`src/rtl/core_pkg.sv`:
```
// Shared definitions for the pipeline hazard/forwarding controller.
//   - forward-select encodings for the EX-stage ALU source muxes
//   - hazard FSM state encoding
//   - shadow pipeline entry structs and a register-match helper
package core_pkg;

    // Width of register indices held in shadow entries; REG_AW must not exceed it.
    localparam int unsigned RIDX_W = 5;
    localparam int unsigned FWD_W  = 2;

    localparam logic [FWD_W-1:0] FWD_RF  = 2'b00;
    localparam logic [FWD_W-1:0] FWD_WB  = 2'b01;
    localparam logic [FWD_W-1:0] FWD_MEM = 2'b10;

    typedef enum logic [1:0] {
        RUN        = 2'd0,
        LOAD_STALL = 2'd1,
        MC_WAIT    = 2'd2
    } hz_state_e;

    // Destination tracking kept for every stage past ID.
    typedef struct packed {
        logic              valid;
        logic [RIDX_W-1:0] rd;
        logic              reg_write;
        logic              mem_read;
    } shadow_t;

    // The EX entry additionally keeps its source indices and the multi-cycle flag.
    typedef struct packed {
        shadow_t           dst;
        logic [RIDX_W-1:0] rs1;
        logic [RIDX_W-1:0] rs2;
        logic              multicycle;
    } ex_entry_t;

    // True when a valid entry targets a non-zero register equal to idx.
    function automatic logic rd_hit(input logic              valid,
                                    input logic [RIDX_W-1:0] rd,
                                    input logic [RIDX_W-1:0] idx);
        return valid && (rd != '0) && (rd == idx);
    endfunction

endpackage

```
`src/rtl/fwd_sel.sv`:
```
// Forwarding select for one EX-stage ALU source.
//   src   : register index read by the EX instruction
//   mem   : MEM shadow entry
//   wb    : WB shadow entry
//   sel_c : FWD_MEM / FWD_WB / FWD_RF, combinational
module fwd_sel
    import core_pkg::*;
(
    input  logic [RIDX_W-1:0] src,
    input  shadow_t           mem,
    input  shadow_t           wb,
    output logic [FWD_W-1:0]  sel_c
);

    // Load flags play no part in forwarding.
    logic unused_load_flags;
    assign unused_load_flags = mem.mem_read ^ wb.mem_read;

    // The younger (MEM) producer wins over WB.
    always_comb begin
        sel_c = FWD_RF;
        if (mem.reg_write && rd_hit(mem.valid, mem.rd, src)) begin
            sel_c = FWD_MEM;
        end else if (wb.reg_write && rd_hit(wb.valid, wb.rd, src)) begin
            sel_c = FWD_WB;
        end
    end

endmodule

```
`src/rtl/hazard_fwd_ctrl.sv`:
```
// Pipeline hazard controller for the 5-stage core.
// Tracks EX/MEM/WB destinations in shadow entries, drives the EX ALU source
// forward selects, and generates stall/bubble controls for load-use (or RAW)
// hazards and multi-cycle EX operations.
//
// Build option: HAZARD_FWD_EN
//   defined   - forwarding from MEM/WB, only load-use hazards stall
//   undefined - forward selects tied to register file, any EX/MEM RAW stalls
//
// Ports:
//   clk, rst_n                      clock, async active-low reset
//   id_valid, id_rs1/2, id_rs1/2_used, id_rd,
//   id_reg_write, id_mem_read, id_multicycle   ID-stage instruction info
//   flush                           taken branch in EX, kills IF/ID
//   mc_done                         multi-cycle result ready pulse
//   mc_start                        multi-cycle launch pulse
//   pc_write, ifid_write, idex_write  0 = hold the corresponding register
//   idex_bubble, exmem_bubble       insert NOP into ID/EX or EX/MEM
//   forward_a, forward_b            ALU source selects
// Control outputs are combinational from registered state and ID inputs.
module hazard_fwd_ctrl
    import core_pkg::*;
#(
    parameter int unsigned REG_AW = 5
) (
    input  logic              clk,
    input  logic              rst_n,
    input  logic              id_valid,
    input  logic [REG_AW-1:0] id_rs1,
    input  logic [REG_AW-1:0] id_rs2,
    input  logic              id_rs1_used,
    input  logic              id_rs2_used,
    input  logic [REG_AW-1:0] id_rd,
    input  logic              id_reg_write,
    input  logic              id_mem_read,
    input  logic              id_multicycle,
    input  logic              flush,
    input  logic              mc_done,
    output logic              mc_start,
    output logic              pc_write,
    output logic              ifid_write,
    output logic              idex_write,
    output logic              idex_bubble,
    output logic              exmem_bubble,
    output logic [FWD_W-1:0]  forward_a,
    output logic [FWD_W-1:0]  forward_b
);

    hz_state_e         state_q;
    hz_state_e         state_nx;
    ex_entry_t         ex_q;
    shadow_t           mem_q;
    shadow_t           wb_q;
    ex_entry_t         id_entry;
    logic [RIDX_W-1:0] id_src1;
    logic [RIDX_W-1:0] id_src2;
    logic              data_hazard;
    logic              mc_launch;

    assign id_src1 = RIDX_W'(id_rs1);
    assign id_src2 = RIDX_W'(id_rs2);

    // ID payload as it lands in the EX entry.
    always_comb begin
        id_entry               = '0;
        id_entry.dst.valid     = id_valid;
        id_entry.dst.rd        = RIDX_W'(id_rd);
        id_entry.dst.reg_write = id_reg_write;
        id_entry.dst.mem_read  = id_mem_read;
        id_entry.rs1           = id_src1;
        id_entry.rs2           = id_src2;
        id_entry.multicycle    = id_multicycle;
    end

`ifdef HAZARD_FWD_EN
    logic ex_rd_read;

    // Only a load in EX cannot be forwarded in time.
    always_comb begin
        ex_rd_read  = (id_rs1_used && rd_hit(ex_q.dst.valid, ex_q.dst.rd, id_src1)) ||
                      (id_rs2_used && rd_hit(ex_q.dst.valid, ex_q.dst.rd, id_src2));
        data_hazard = id_valid && ex_q.dst.mem_read && ex_rd_read;
    end

    fwd_sel u_fwd_a (
        .src   (ex_q.rs1),
        .mem   (mem_q),
        .wb    (wb_q),
        .sel_c (forward_a)
    );

    fwd_sel u_fwd_b (
        .src   (ex_q.rs2),
        .mem   (mem_q),
        .wb    (wb_q),
        .sel_c (forward_b)
    );
`else
    logic raw_ex;
    logic raw_mem;
    logic unused_fwd_state;

    // Without forwarding, any pending EX/MEM writer of a used source stalls;
    // WB is safe because the register file writes before it is read.
    always_comb begin
        raw_ex  = ex_q.dst.reg_write &&
                  ((id_rs1_used && rd_hit(ex_q.dst.valid, ex_q.dst.rd, id_src1)) ||
                   (id_rs2_used && rd_hit(ex_q.dst.valid, ex_q.dst.rd, id_src2)));
        raw_mem = mem_q.reg_write &&
                  ((id_rs1_used && rd_hit(mem_q.valid, mem_q.rd, id_src1)) ||
                   (id_rs2_used && rd_hit(mem_q.valid, mem_q.rd, id_src2)));
        data_hazard = id_valid && (raw_ex || raw_mem);
    end

    assign forward_a        = FWD_RF;
    assign forward_b        = FWD_RF;
    assign unused_fwd_state = ^{ex_q.rs1, ex_q.rs2, mem_q.mem_read, wb_q};
`endif

    // A multi-cycle op launches on its first EX cycle; in MC_WAIT it is already running.
    assign mc_launch = (state_q != MC_WAIT) && ex_q.dst.valid && ex_q.multicycle;

    // Hazard FSM state register.
    always_ff @(posedge clk or negedge rst_n) begin
        if (!rst_n) begin
            state_q <= RUN;
        end else begin
            state_q <= state_nx;
        end
    end

    // Next state and stall/bubble controls. LOAD_STALL marks the cycle after a
    // bubble and evaluates hazards exactly like RUN so back-to-back cases still stall.
    always_comb begin
        state_nx     = state_q;
        mc_start     = 1'b0;
        pc_write     = 1'b1;
        ifid_write   = 1'b1;
        idex_write   = 1'b1;
        idex_bubble  = 1'b0;
        exmem_bubble = 1'b0;
        unique case (state_q)
            RUN, LOAD_STALL: begin
                state_nx = RUN;
                if (mc_launch) begin
                    // Launch cycle already counts as a stall cycle.
                    mc_start     = 1'b1;
                    pc_write     = 1'b0;
                    ifid_write   = 1'b0;
                    idex_write   = 1'b0;
                    exmem_bubble = 1'b1;
                    state_nx     = MC_WAIT;
                end else if (flush) begin
                    // Killed ID instruction cannot cause a stall.
                    idex_bubble = 1'b1;
                end else if (data_hazard) begin
                    pc_write    = 1'b0;
                    ifid_write  = 1'b0;
                    idex_bubble = 1'b1;
                    state_nx    = LOAD_STALL;
                end
            end
            MC_WAIT: begin
                if (mc_done) begin
                    state_nx = RUN;
                end else begin
                    pc_write     = 1'b0;
                    ifid_write   = 1'b0;
                    idex_write   = 1'b0;
                    exmem_bubble = 1'b1;
                end
            end
            default: state_nx = RUN;
        endcase
    end

    // Shadow entries; a bubble only clears valid, the rest of the payload still moves.
    always_ff @(posedge clk or negedge rst_n) begin
        if (!rst_n) begin
            ex_q  <= '0;
            mem_q <= '0;
            wb_q  <= '0;
        end else begin
            wb_q  <= mem_q;
            mem_q <= ex_q.dst;
            if (exmem_bubble) begin
                mem_q.valid <= 1'b0;
            end
            if (idex_write) begin
                ex_q <= id_entry;
                if (idex_bubble) begin
                    ex_q.dst.valid <= 1'b0;
                end
            end
        end
    end

endmodule

```
`config.mk`:
```
export PLATFORM = sky130hd
export DESIGN_NAME = hazard_fwd_ctrl
export DESIGN_NICKNAME = d
export VERILOG_FILES = /design/src/rtl/core_pkg.sv /design/src/rtl/fwd_sel.sv /design/src/rtl/hazard_fwd_ctrl.sv
export SDC_FILE = /design/constraint.sdc
export NUM_CORES = 1
export LEC_CHECK = 0
export CORE_MARGIN = 3
export CORE_UTILIZATION = 39
export DETAILED_ROUTE_END_ITERATION = 12
export PLACE_DENSITY = 0.75
export SLEW_MARGIN = 40
export SYNTH_ARGS = -nofsm -noshare
export SYNTH_HDL_FRONTEND = slang
export SYNTH_SLANG_ARGS = --single-unit
```
`constraint.sdc`:
```
create_clock -name clk -period 1.65 [get_ports clk]
set_input_delay 0.165 -clock clk [delete_from_list [all_inputs] [get_ports clk]]
set_output_delay 0.165 -clock clk [all_outputs]
set_load 0.02 [all_outputs]
```
After elaboration in Yosys (flattened, before gate mapping)
Cells that the tools add are included.

Flip-flop bits (word level): 17. Input port bits: 25. Output and inout port bits: 10. Logic and storage cells: 60.

Eq/ne operators: 8. Muxes and demuxes: 22. Reduce and logical (&&, ||, !) cells: 22.

Operators with widths (count): == test 5 bit (4); two-way mux 1 bit (16); logical AND 1 bit (15); nonzero test 5 bit (2); case mux 1 bit (2 select lines) (3); two-way mux 2 bit (2); inequality test 2 bit (second input constant) (2); case mux 2 bit (2 select lines) (1); logical OR 1 bit (3); == test 2 x 1 -> 1 bit (second input constant) (1); == test 2 bit (second input constant) (1); zero test 2 bit (1); OR reduction 2 bit (1).

Longest topological paths before layout
Gate-level depths: netlist of the first run.

Depth in word-level cells: 13. Depth in mapped cells: 6. Gate-level depth less buffers: 5.

Worst setup path before layout of the first run
OpenSTA, ideal clock, no wires.

Kind: register to output. Start point: register ex_q[13] in the netlist's numbering. End point: output pc_write. Data arrival time: 1662 ps. Required time: 1485 ps. Path slack: -177 ps. Cell stages (with the launch flop): 6. Buffers on the path: 1. Cells stage by stage: dfrtp_1 > or3_1 > o311a_1 > a22oi_2 > o41a_2 > buf_4.

Word-level cells in the longest chain between the ends: 12. Elaborated cells between the ends (all ways): 16. Those cells by class: 2 x eq/ne; 4 x mux; 10 x reduce/logical.

RTL lines: start: declaration (line hazard_fwd_ctrl.sv:51) `ex_entry_t ex_q;`; start signal: assignment (line hazard_fwd_ctrl.sv:190) `ex_q <= id_entry;`; nonzero test 5 bit (line core_pkg.sv:41) `return valid && (rd != '0) && (rd == idx);`; logical AND 1 bit (2 in series) (line core_pkg.sv:41); logical AND 1 bit (on tied branches) (line hazard_fwd_ctrl.sv:107, hazard_fwd_ctrl.sv:108); logical OR 1 bit (*) (line hazard_fwd_ctrl.sv:107) `((id_rs1_used && rd_hit(ex_q.dst.valid, ex_q.dst.rd, id_src1)) ||`; logical AND 1 bit (*) (line hazard_fwd_ctrl.sv:106) `raw_ex = ex_q.dst.reg_write &&`; logical OR 1 bit (*) (line hazard_fwd_ctrl.sv:112) `data_hazard = id_valid && (raw_ex || raw_mem);`; logical AND 1 bit (*) (line hazard_fwd_ctrl.sv:112); two-way mux 1 bit (*) (3 in series); case mux 1 bit (2 select lines) (*); end: declaration (line hazard_fwd_ctrl.sv:40) `output logic pc_write,`.

Mark *: on every way between the ends. The rest lies on a longest branch, timed or not.

Worst setup path in the final report of the first run
Start point: register ex_q[15] in the netlist's numbering. End point: output idex_bubble.

Word-level cells in the longest chain between the ends: 12. Elaborated cells between the ends (all ways): 16. Those cells by class: 2 x eq/ne; 4 x mux; 10 x reduce/logical.

RTL lines: nonzero test 5 bit (line core_pkg.sv:41); logical AND 1 bit (2 in series) (line core_pkg.sv:41); logical AND 1 bit (on tied branches) (line hazard_fwd_ctrl.sv:107, hazard_fwd_ctrl.sv:108); logical OR 1 bit (*) (line hazard_fwd_ctrl.sv:107); logical AND 1 bit (*) (line hazard_fwd_ctrl.sv:106); logical OR 1 bit (*) (line hazard_fwd_ctrl.sv:112); logical AND 1 bit (*) (line hazard_fwd_ctrl.sv:112); two-way mux 1 bit (*) (line hazard_fwd_ctrl.sv:156) `end else if (data_hazard) begin`; two-way mux 1 bit (*) (line hazard_fwd_ctrl.sv:153) `end else if (flush) begin`; two-way mux 1 bit (*) (line hazard_fwd_ctrl.sv:145) `if (mc_launch) begin`; two-way mux 1 bit (*) (line hazard_fwd_ctrl.sv:142) `unique case (state_q)`; end: declaration (line hazard_fwd_ctrl.sv:43) `output logic idex_bubble,`.

Marks and branches as above.

==> qor.yml, run 1 <==
initial_utilization: 0.414
synth_area_leader_cell: "dfrtp_1"
cts_sinks: 17
dr.pass1.iters: 4
rsz0062_at_grt: "yes"
boundaryPins: 35
portBuffers: 29
pre_cts_ws_ns: -0.796
violations: "setup timing"
worstSkewPairLatency_ns: 0.28
grt-ovfl-total: 0
ys_ff_latch: 17
grt.met2_usage: 0.343
irDropWorstVdd_v: 0.00103
routedWlPerCell_um: 13.6
route.detailed.drc: 0
cts_root_buffer: "clkbuf_4"
cts_tree: "built"
drive_above_1_share: 0.401
gp_congestion: 0.785
hold_viol: 0
crit_path_max_fanout: 2
slowest_delay_ns: 0.41
nNetsFinal: 168
numCtsBuffers: 3
cts_hold_buf: 0
max_freq_mhz: 466
met3_usage: 0.0245
critPathBufInv: 2
synthCells: 84
top_usage_layer: "met2"
synth.avg_cell_area_um2: 11.0
crit_family: "compound AO/OA/AOI/OAI gates"
slew_viol_final: 0
fillers: 184
synth.distinct_cells: 20
status: "complete, but fails checks"
yosys_warnings: 0
clk_pin_slew_ns: 0.09
vias_per_cell: 4.93
coreArea_um2: 2230
routed_wl_um: 2310
maxCapViolCount: 0
grt_start_max_net_pins: 18
setup.worst_path.end_class: "output port"
arrival_ns: 1.98
crit_type: "reg -> out"
clk_path_buf_depth: 2
dieHeight_um: 54.7
ys_seq_area_frac: 0.460
critPathLaunchType: "flop"
cts_max_level: 1
detail-route-antenna-nets: 0
cp_slowest_cell: "dfrtp_1"
layout_setup_ws_ns: -0.496
antenna_found_initial: 0
hpwl_um: 1700
instances_no_fill: 170
fin_crit_sh: 1.30
fin_skew_ns: 0.00112
tns_ns: -1.77
fin_crit_ns: 2.15
grt_util_met1: 0.184
die_w_um: 54.7
mappedNetlistArea_um2: 925
grt_pass1_vias: 903
p_leak_nw: 0.686
crit_chain: "or3_4, o311a_1, a22oi_2, buf_4, o21ai_2, buf_6"
netlist_top_cells_area: "dfrtp_1 (46%), xnor2_1 (19%), mux2_2 (9.7%)"
dieArea_um2: 2990
power.density_nw_per_um2: 1520
num_rows: 17
synth_top_area_share: 0.460
finalSetupViolCount: 5
layout_common_cells: "buf_4 (25), clkdlybuf4s50_1 (23), dfrtp_1 (17), xnor2_1 (16), mux2_2 (8)"
diodes: 0
final_common_cell: "buf_4"
grt_pass1_wl_um: 3720
dr.first_iter.drc_count: 10
num_vias: 838
hold_class: "in -> async"
dp.cells: 160
cp.required_ns: 1.48
grt_usage: 0.173
area_growth_pct: 67.3
[where the power goes]
part	switching, mW	internal (mW)	leakage [nW]
Sequential	0.132	0.581	0.203
Combinational	0.571	0.848	0.465
Clock	0.127	0.0901	0.0177
Total	0.830	1.52	0.686
[cell type report]
class | count | area [um^2] | share of cell area
Clock buffer | 3 | 22.5 | 0.0146
Clock inverter | 1 | 5.00 | 0.00324
Inverter | 4 | 15.0 | 0.00971
Multi-Input combinational cell | 60 | 532 | 0.344
Sequential cell | 17 | 425 | 0.275
Tap cell | 28 | 35.0 | 0.0227
Timing Repair Buffer | 57 | 512 | 0.331
[cell usage after synthesis]
cell	number
xnor2_1	20
dfrtp_1	17
mux2_2	8
nand2_1	7
buf_4	5
inv_1	4
nand4_1	4
nor2_1	3
a21oi_1	2
o22ai_1	2
o311a_1	2
or3_1	2
a22oi_2	1
a41o_1	1
and2_1	1
buf_2	1
conb_1	1
nor4b_1	1
o21ai_0	1
o41a_2	1
[layer usage]
layer / up-vias / part of all wire
met3: 3 / 0.061
met2: 36 / 0.54
met1: 401 / 0.39
met4: 0 / 0.0082
met5: - / 0
li1: 398 / -
[metrics by stage]
stage               cell area, um^2  power, mW  hold WS (ns)  utilization
detailed placement             1390       1.93         0.481        0.624
floorplan                       948       1.37        -0.131            -
finish                         1550       2.35         0.182        0.692
global placement               1390       1.91         0.464        0.624
CTS                            1480       2.24         0.185        0.663
global route                   1550       2.51         0.187        0.692
[logic make-up after synthesis]
| family | synth area share |
|---|---|
| xor gates and xnor gates | 0.189 |
| and+or+nand+nor | 0.0974 |
| DFF | 0.460 |
| AOI/OAI and AO/OA | 0.0893 |
| buffers and inverters | 0.0622 |
| muxes | 0.0974 |
| other | 0.00406 |
[flip-flops by register name (all words and copies together) (netlist names)]
name,count
ex_q,8
state_q,2
mem_q,7
[worst paths after layout]
check,endpoint,depth (start not counted),slack [ns],startpoint
setup / recovery,idex_bubble,6,-0.50,ex_q[15]
hold / removal,state_q[0],2,0.18,rst_n
max in group asynchronous,ex_q[16],2,1.29,rst_n
hold reg to reg,mem_q[1],1,0.51,ex_q[12]
setup reg to reg,ex_q[18],6,-0.20,ex_q[15]
min in group clk,ex_q[17],2,0.48,id_rd[4]
[timing repair]
item,CTS,global route
gates resized for setup,36,10
pin swaps,6,10
setup endpoints to repair,8,7
buffers inserted,4,2
gates cloned,0,0
No activity file was read; power rests on OpenSTA's default activity.
==> run 2: changes to the inputs <==
--- a/config.mk
+++ b/config.mk
@@ -5,10 +5,11 @@
 export SDC_FILE = /design/constraint.sdc
 export NUM_CORES = 1
 export LEC_CHECK = 0
-export CORE_MARGIN = 3
+export CORE_MARGIN = 2
 export CORE_UTILIZATION = 39
 export DETAILED_ROUTE_END_ITERATION = 12
 export PLACE_DENSITY = 0.75
+export RECOVER_POWER = 25
 export SLEW_MARGIN = 40
 export SYNTH_ARGS = -nofsm -noshare
 export SYNTH_HDL_FRONTEND = slang
==> qor.yml, run 2 (synthesis gave the netlist of run 1 again) <==
status: "complete, but fails checks"
violations: "setup timing"
grt-ovfl-total: 0  # unchanged
final_common_cell: "buf_4"
relSlewSlack: 0.398
utilization: 0.668  # -0.0246
p_int_mw: 1.46  # -4.0%
initial_utilization: 0.414  # unchanged
route.detailed.drc: 0  # unchanged
crit_path_max_fanout: 3  # +1
cts_tree: "built"
gp_congestion: 0.706  # -10%
cts_sinks: 17  # unchanged
layout_common_cells: "buf_4 (23), clkdlybuf4s50_1 (22), dfrtp_1 (17), xnor2_1 (16), mux2_2 (8)"
critPathBufInv: 2  # unchanged
fin_hold_ws_ns: 0.488  # +0.307 ns
fin_crit_ns: 2.11  # -0.0382 ns
dieArea_um2: 2780  # -7.2%
layout_setup_ws_ns: -0.458  # +0.0382 ns
power_mw: 2.26  # -3.9%
crit_type: "reg -> out"
largest_reg_flops: 8  # unchanged
slowest_delay_ns: 0.40  # about the same
worstSkewPairLatency_ns: 0.28  # about the same
cp_slowest_cell: "dfrtp_1"
routedWlPerCell_um: 13.8  # +1.8%
numCtsBuffers: 3  # unchanged
pre_cts_ws_ns: -0.830  # -0.0334 ns
area_growth_pct: 61.3
maxCapViolCount: 0  # unchanged
grt_pass1_wl_um: 3740  # +0.54%
cts_root_buffer: "clkbuf_4"
switching_share: 0.354  # +0.000579
drive_above_1_share: 0.360  # -0.0417
top_regs: "ex_q (8), mem_q (7), state_q (2)"
grt_pass1_vias: 898  # -0.55%
routed_wl_um: 2310  # about the same
die_w_um: 52.7  # -3.7%
dr.first_iter.drc_count: 12  # +2
irDropWorstVdd_v: 0.00107  # +4.5%
p_leak_nw: 0.654  # -4.7%
critPathLaunchType: "flop"
vias_per_cell: 4.88  # -1.0%
num_rows: 17  # unchanged
nNetsFinal: 165  # -1.8%
antenna_found_initial: 0  # unchanged
p_sw_mw: 0.799  # -3.7%
fin_skew_ns: 0.00325  # +0.00213 ns
coreArea_um2: 2230  # unchanged
regMostFlops: "ex_q"
finalSetupViolCount: 5  # unchanged
dr.pass1.iters: 4  # unchanged
comb_power_share: 0.590  # -0.014
crit_chain: "buf_4, xnor2_2, nand4_1, o22ai_2, a22oi_2, o41a_4, buf_6"
tightestPinTransition_ns: 0.902
hold_viol: 0  # unchanged
power.density_nw_per_um2: 1510  # -0.35%
p_clk_frac: 0.094  # +0.002
setup.worst_path.end_class: "output port"
diodes: 0  # unchanged
max_freq_mhz: 474  # +1.8%
hold_class: "in -> reg"
cp-startpoint: "ex_q[13]"
dp.cells: 158  # -1.3%
clk_path_buf_depth: 2  # unchanged
dieHeight_um: 52.7  # -3.7%
boundaryPins: 35  # unchanged
grt_start_max_net_pins: 18  # unchanged
cts_max_level: 1  # unchanged
crit_family: "compound AO/OA/AOI/OAI gates"
hpwl_um: 1710  # +0.91%
rsz0062_at_grt: "yes"
rr_startpoint: "ex_q[14]"
detail-route-antenna-nets: 0  # unchanged
seqPwrFrac: 0.316  # +0.013
grt_usage: 0.189  # +0.0154
cp.required_ns: 1.48  # about the same
portBuffers: 29  # unchanged
num_vias: 815  # -2.7%
instances_no_fill: 167  # -1.8%
clk_pin_slew_ns: 0.09  # about the same
hp-start: "id_rd[4]"
fin_crit_sh: 1.28  # -0.0232
slew_viol_final: 0  # unchanged
arrival_ns: 1.94  # -0.04 ns
## run 2: worst reg2reg max path, cell delays in order (launching register included)
cell and delay [ns]:
dfrtp_1 0.38, or3_1 0.37, o311a_1 0.32, a22oi_2 0.23
buf_4 0.16, buf_4 0.11, a41o_1 0.15
## run 2: power by group through the flow
stage	clock, mW	sequential [mW]	combinational, mW
finish	0.212	0.714	1.33
global route	0.245	0.743	1.43
CTS	0.220	0.715	1.32
detailed placement	0	0.737	1.16
global placement	0	0.732	1.14
floorplan	0	0.730	0.641
## run 2: timing repair
item,4_1_cts,5_1_grt
gates resized for setup,36,5
setup buffers,5,0
endpoints found under the setup margin,8,7
pin swaps,10,4
hold buffers,0,0
## run 2: through the flow
stage | instance area, um^2 | setup TNS [ns]
6_report | 1490 | -1.56
5_1_grt | 1490 | -2.05
4_1_cts | 1490 | -1.92
3_5_place_dp | 1380 | -3.50
3_3_place_gp | 1380 | -2.91
2_1_floorplan | 948 | -0.214
## run 2: final timing paths
path	end	slack [ns]	cells past startpoint
hold / removal	ex_q[17]	0.49	2
setup / recovery	pc_write	-0.46	7
hold reg to reg	mem_q[1]	0.49	1
max in group asynchronous	mem_q[7]	0.59	2
setup reg to reg	ex_q[18]	-0.13	6
min in group asynchronous	ex_q[18]	0.52	2
## run 2: final cells by class
class                      instances  area, um^2
multi-input combinational         60         512
clock buffer                       4        26.3
timing repair buffer              54         478
tap                               28        35.0
inverter                           4        15.0
sequential                        17         425
fill                             198         742
## run 2: routing by layer
layer  global-route usage  wire length (um)
met3               0.0400               100
met4               0.0641                28
met5                    0                 0
met2                0.352              1210
met1                0.208               965
